--- config.mk ---
export PLATFORM = sky130hd
export DESIGN_NAME = puf_response_gen
export DESIGN_NICKNAME = d
export VERILOG_FILES = /design/src/rtl/puf_pkg.sv /design/src/rtl/puf_pair_cmp.sv /design/src/rtl/puf_response_gen.sv
export SDC_FILE = /design/constraint.sdc
export NUM_CORES = 1
export LEC_CHECK = 0
export CAP_MARGIN = 20
export CORE_MARGIN = 1.5
export CORE_UTILIZATION = 37
export CTS_BUF_LIST = sky130_fd_sc_hd__clkbuf_16
export DETAILED_ROUTE_END_ITERATION = 8
export PLACE_DENSITY = 0.82
export SYNTH_ARGS = -nofsm -noshare
export SYNTH_HDL_FRONTEND = slang
export SYNTH_SLANG_ARGS = --single-unit
--- constraint.sdc ---
create_clock -name clk -period 2.5 [get_ports clk]
set_clock_uncertainty 0.1 [all_clocks]
set_input_delay 0.625 -clock clk [delete_from_list [all_inputs] [get_ports clk]]
set_output_delay 0.625 -clock clk [all_outputs]
set_load 0.02 [all_outputs]
--- src/rtl/puf_pkg.sv ---
// Shared types and constants for the RO-PUF response generator.
// The stability-mask feature is selected with the PUF_STABILITY_MASK_EN macro.
package puf_pkg;

  typedef enum logic [1:0] {
    ST_IDLE    = 2'd0,
    ST_COLLECT = 2'd1,
    ST_DONE    = 2'd2
  } puf_state_e;

  localparam int PUF_COUNT_W_DEF   = 32;
  localparam int PUF_RESP_BITS_DEF = 16;

  // The index must be able to hold RESP_BITS itself, since it is left at the full count in DONE.
  function automatic int idx_width(input int resp_bits);
    return (resp_bits < 1) ? 1 : $clog2(resp_bits + 1);
  endfunction

endpackage

--- src/rtl/puf_pair_cmp.sv ---
// Combinational comparator for one ring-oscillator count pair.
// With PUF_STABILITY_MASK_EN it also flags pairs whose distance is below MARGIN.
module puf_pair_cmp #(
  parameter int COUNT_W = 32
`ifdef PUF_STABILITY_MASK_EN
  ,
  parameter int MARGIN  = 4
`endif
) (
  input  logic [COUNT_W-1:0] count1,
  input  logic [COUNT_W-1:0] count2,
  output logic               cmp_bit,
  output logic               unstable
);

`ifdef PUF_STABILITY_MASK_EN
  localparam logic [COUNT_W:0] MARGIN_EXT = (COUNT_W + 1)'(MARGIN);

  logic             gt_s;
  logic [COUNT_W:0] mag_s;

  // Magnitude is taken one bit wider than the counts so the extremes cannot wrap.
  always_comb begin
    gt_s = (count2 > count1);
    if (gt_s) begin
      mag_s = {1'b0, count2} - {1'b0, count1};
    end else begin
      mag_s = {1'b0, count1} - {1'b0, count2};
    end
    cmp_bit  = gt_s;
    unstable = (mag_s < MARGIN_EXT);
  end
`else
  // Plain ordering compare; no magnitude logic in this build.
  always_comb begin
    cmp_bit  = (count1 < count2);
    unstable = 1'b0;
  end
`endif

endmodule

--- src/rtl/puf_response_gen.sv ---
// RO-PUF response generator: collects RESP_BITS compared count pairs into one word.
// Optional per-bit stability mask enabled by the PUF_STABILITY_MASK_EN macro.
module puf_response_gen
  import puf_pkg::*;
#(
  parameter int COUNT_W   = PUF_COUNT_W_DEF,
  parameter int RESP_BITS = PUF_RESP_BITS_DEF
`ifdef PUF_STABILITY_MASK_EN
  ,
  parameter int MARGIN    = 4
`endif
) (
  input  logic                                clk,
  input  logic                                rst,
  input  logic                                start,
  output logic                                busy,
  input  logic                                in_valid,
  output logic                                in_ready,
  input  logic [COUNT_W-1:0]                  count1,
  input  logic [COUNT_W-1:0]                  count2,
  output logic                                resp_valid,
  input  logic                                resp_ready,
  output logic [RESP_BITS-1:0]                response,
  output logic [RESP_BITS-1:0]                unstable_mask,
  output logic [idx_width(RESP_BITS)-1:0]     bit_idx
);

  localparam int              IDX_W    = idx_width(RESP_BITS);
  localparam logic [IDX_W-1:0] LAST_IDX = IDX_W'(RESP_BITS - 1);

  puf_state_e           state_q, state_d;
  logic                 busy_q, busy_d;
  logic                 in_ready_q, in_ready_d;
  logic                 resp_valid_q, resp_valid_d;
  logic [RESP_BITS-1:0] response_q, response_d;
  logic [RESP_BITS-1:0] mask_q, mask_d;
  logic [IDX_W-1:0]     bit_idx_q, bit_idx_d;
  logic                 cmp_bit_s;
  logic                 unstable_s;

  puf_pair_cmp #(
    .COUNT_W (COUNT_W)
`ifdef PUF_STABILITY_MASK_EN
    ,
    .MARGIN  (MARGIN)
`endif
  ) u_pair_cmp (
    .count1   (count1),
    .count2   (count2),
    .cmp_bit  (cmp_bit_s),
    .unstable (unstable_s)
  );

  // Next-state, index and word assembly; status flags are decoded from the next state.
  always_comb begin
    state_d    = state_q;
    response_d = response_q;
    mask_d     = mask_q;
    bit_idx_d  = bit_idx_q;

    case (state_q)
      ST_IDLE: begin
        if (start) begin
          response_d = '0;
          mask_d     = '0;
          bit_idx_d  = '0;
          state_d    = ST_COLLECT;
        end else begin
          state_d    = ST_IDLE;
        end
      end
      ST_COLLECT: begin
        if (in_valid) begin
          for (int i = 0; i < RESP_BITS; i++) begin
            if (bit_idx_q == IDX_W'(i)) begin
              response_d[i] = cmp_bit_s;
              mask_d[i]     = unstable_s;
            end else begin
              response_d[i] = response_q[i];
              mask_d[i]     = mask_q[i];
            end
          end
          bit_idx_d = bit_idx_q + {{(IDX_W-1){1'b0}}, 1'b1};
          if (bit_idx_q == LAST_IDX) begin
            state_d = ST_DONE;
          end else begin
            state_d = ST_COLLECT;
          end
        end else begin
          state_d = ST_COLLECT;
        end
      end
      ST_DONE: begin
        if (resp_ready) begin
          state_d = ST_IDLE;
        end else begin
          state_d = ST_DONE;
        end
      end
      default: begin
        state_d = ST_IDLE;
      end
    endcase

    busy_d       = (state_d != ST_IDLE);
    in_ready_d   = (state_d == ST_COLLECT);
    resp_valid_d = (state_d == ST_DONE);
  end

  // State and output registers with synchronous reset.
  always_ff @(posedge clk) begin
    if (rst) begin
      state_q      <= ST_IDLE;
      busy_q       <= 1'b0;
      in_ready_q   <= 1'b0;
      resp_valid_q <= 1'b0;
      response_q   <= '0;
      mask_q       <= '0;
      bit_idx_q    <= '0;
    end else begin
      state_q      <= state_d;
      busy_q       <= busy_d;
      in_ready_q   <= in_ready_d;
      resp_valid_q <= resp_valid_d;
      response_q   <= response_d;
      mask_q       <= mask_d;
      bit_idx_q    <= bit_idx_d;
    end
  end

  assign busy          = busy_q;
  assign in_ready      = in_ready_q;
  assign resp_valid    = resp_valid_q;
  assign response      = response_q;
  assign unstable_mask = mask_q;
  assign bit_idx       = bit_idx_q;

endmodule

==> impl_metrics.env <==
export IMPL_fmax_mhz=406.4
export IMPL_io_pins=109
export IMPL_status="completed"
export IMPL_grt_pass1_vias=2210
export IMPL_routabilityCongestion=0.8308
export IMPL_p_per_area_nw_per_um2=382.3
export IMPL_layout_commonest_cell="clkdlybuf4s50_1"
export IMPL_slew_headroom=0.6023
export IMPL_holdBufCountCts=0
export IMPL_crit_fanout=7
export IMPL_drv_slew=0
export IMPL_start_kind="input pin"
export IMPL_final_cell_mix="clkdlybuf4s50_1 (66), a21oi_1 (29), dfxtp_1 (26)"
export IMPL_clock_path_buffers=2
export IMPL_synth_top_area_frac=0.2444
export IMPL_startpoint="count2[24]"
export IMPL_numPortBuffers=92
export IMPL_die_area_um2=6220
export IMPL_die_h_um=78.87
export IMPL_cts_tree="yes"
export IMPL_swShare=0.2747
export IMPL_synthTopCellsByArea="dfxtp_1 (24%), ha_1 (21%), a21oi_1 (8.2%), inv_1 (6.0%), nor3b_1 (6.0%)"
export IMPL_synth_top_cell_by_area="dfxtp_1"
export IMPL_clock_latency_ps=260
export IMPL_core_area_um2=5540
export IMPL_synth_avg_cell_area_um2=7.976
export IMPL_reg2reg_from="state_q[0]$_SDFF_PP0_"
export IMPL_clockPowerShare=0.334
export IMPL_cts_root_buf="clkbuf_16"
export IMPL_period_needed_ps=2461
export IMPL_setup_slack_ps=39.47
export IMPL_path_clk_slew_ps=60
export IMPL_grt_antenna_before_repair=0
export IMPL_ir_drop_mv=0.3230
export IMPL_wl_per_cell_um=14.28
export IMPL_drtIter0Drc=39
export IMPL_crit_path_end_kind="register"
export IMPL_setup_tns_ps=0
export IMPL_synth_seq_area_share=0.2444
export IMPL_finalSetupViolations=0
export IMPL_grt_pass1_wl_mm=9.570
export IMPL_dp_worst_setup_slack_ps=-511.9
export IMPL_grt_overflow=0
export IMPL_grt_max_degree=27
export IMPL_rr_worst_depth=6
export IMPL_h_tree_depth=1
export IMPL_path_class="in -> reg"
export IMPL_routed_via_density=4.993
export IMPL_fin_crit_sh=0.9842
export IMPL_dpl_hpwl_mm=4.208
export IMPL_power_frac_comb=0.347
export IMPL_ys_warn_count=0
export IMPL_cp_endpoint="response[1]$_SDFFE_PP0P_"
export IMPL_power_leakage_uw=0.001741
export IMPL_seq_power_share=0.319
export IMPL_rr_endpoint="response[11]$_SDFFE_PP0P_"
export IMPL_fin_nets=474
export IMPL_finalNonFillerCells=440
export IMPL_syn_area_um2=2130
export IMPL_initial_core_util=0.3844
export IMPL_yosysUniqueCellTypes=33
export IMPL_drtPass1Iterations=4
export IMPL_dp_cells=433
export IMPL_r2r_slack_ps=580
export IMPL_ys_ff_latch=26
export IMPL_power_switching_uw=378.5
export IMPL_wl_mm=6.285
export IMPL_cp_arrival_ps=2570
export IMPL_area_growth_pct=69.27
export IMPL_synth_cells=267
export IMPL_die_w_um=78.87
export IMPL_hold_viol_final=0
export IMPL_holdCritPathClass="reg -> reg"
export IMPL_grt_usage=0.1914
export IMPL_nFillCells=449
export IMPL_num_vias=2197
export IMPL_max_slew_worst_pin_slew_ps=595.4
export IMPL_maxCapViolCount=0
export IMPL_std_cell_rows=27
export IMPL_ant_nets=0
export IMPL_required_ps=2610
export IMPL_cts_buffers=3
export IMPL_p_int_uw=999.5
export IMPL_holdCritStartpoint="bit_idx[4]$_SDFFE_PP0P_"
export IMPL_drc=0
export IMPL_antenna_cells=0
export IMPL_drive_gt1_frac=0.2038
export IMPL_clock_sinks=26
## worst max-delay path, stage by stage
cell and delay (ps):
clkdlybuf4s50_1 480, inv_2 50, ha_4 140, a21oi_1 240, o21ai_2 100, or2b_4 200
nand4_1 140, a41oi_4 240, buf_6 150, buf_16 110, a21o_1 100
## area by class of cell
cell class | count | area [µm²] | share of cell area
Multi-Input combinational cell | 197 | 1663 | 0.4613
Inverter | 34 | 127.6 | 0.03540
Sequential cell | 26 | 520.5 | 0.1444
Clock inverter | 1 | 30.03 | 0.008330
Timing Repair Buffer | 107 | 1099 | 0.3048
Clock buffer | 3 | 75.07 | 0.02083
Tap cell | 72 | 90.09 | 0.02499
## how the worst min path moves through the flow
stage	slack, ps	to	cells after the start
floorplan	460	resp_valid$_SDFF_PP0_	2
global placement	470	bit_idx[4]$_SDFFE_PP0P_	2
detailed placement	480	bit_idx[4]$_SDFFE_PP0P_	2
CTS	490	bit_idx[4]$_SDFFE_PP0P_	2
global route	520	bit_idx[4]$_SDFFE_PP0P_	2
finish	490	bit_idx[4]$_SDFFE_PP0P_	2
## power groups by stage
| stage | Sequential, µW | Clock, µW | Combinational, µW |
|---|---|---|---|
| after floorplan | 467 | 0 | 203 |
| after global placement | 449 | 0 | 388 |
| after detailed placement | 449 | 0 | 396 |
| after CTS | 440 | 467 | 437 |
| after global routing | 442 | 486 | 522 |
| final | 440 | 461 | 478 |
## cells by family after synthesis
kind of cell,share of synthesized area
simple gates,0.1992
compound gates,0.1939
buf+inv,0.1357
fa+ha+maj,0.2115
flops,0.2444
xor+xnor,0.008227
other cells,0.001761
mux,0.005288
## layer usage
| layer | global-route usage | part of all wire |
|---|---|---|
| met3 | 0.02874 | 0.068 |
| met5 | 0 | 0 |
| met1 | 0.2032 | 0.40 |
| met2 | 0.3905 | 0.51 |
| met4 | 0.04211 | 0.014 |
## stage by stage
stage	area (µm²)	util	hold slack [ps]	total power (µW)
3_5_place_dp	3138	0.5664	475.6	845.2
6_report	3605	0.6506	492.2	1378
4_1_cts	3432	0.6195	486.5	1344
3_3_place_gp	3138	0.5664	472.8	836.5
5_1_grt	3605	0.6506	515.0	1450
2_1_floorplan	2186	-	464.7	669.7
## flip-flops by register name, summed over array words and instances (netlist names)
name        count
bit_idx         5
busy            1
in_ready        1
resp_valid      1
response       16
state_q         2
## timing repair
action / CTS / global route
buffers inserted: 1 / 2
setup endpoints to repair: 16 / 16
cloned: 1 / 0
pin swaps: 16 / 14
endpoints found under the hold margin: 0 / 0
resized for setup: 46 / 42
## cells in the mapped netlist
cell type and number:
xor2_1 2, nand2b_1 1, clkbuf_1 7, buf_6 1, a41oi_4 1, inv_1 34
nand2_1 10, a211o_1 2, nor3b_1 17, a21o_1 12, and3_1 3, nand3_1 8
or2b_1 1, or2b_2 1, mux2_2 1, nor2b_1 2, o221ai_1 1, buf_4 16
ha_1 36, a22oi_1 1, a21oi_1 35, a21o_2 5, nor3_1 7, buf_1 1
nand4_1 5, dfxtp_1 26, or3b_2 1, and4_2 1, and4_1 1, conb_1 1
o21ai_0 6, nor2_1 19, a31oi_1 2
(Power assumes the default switching activity.)
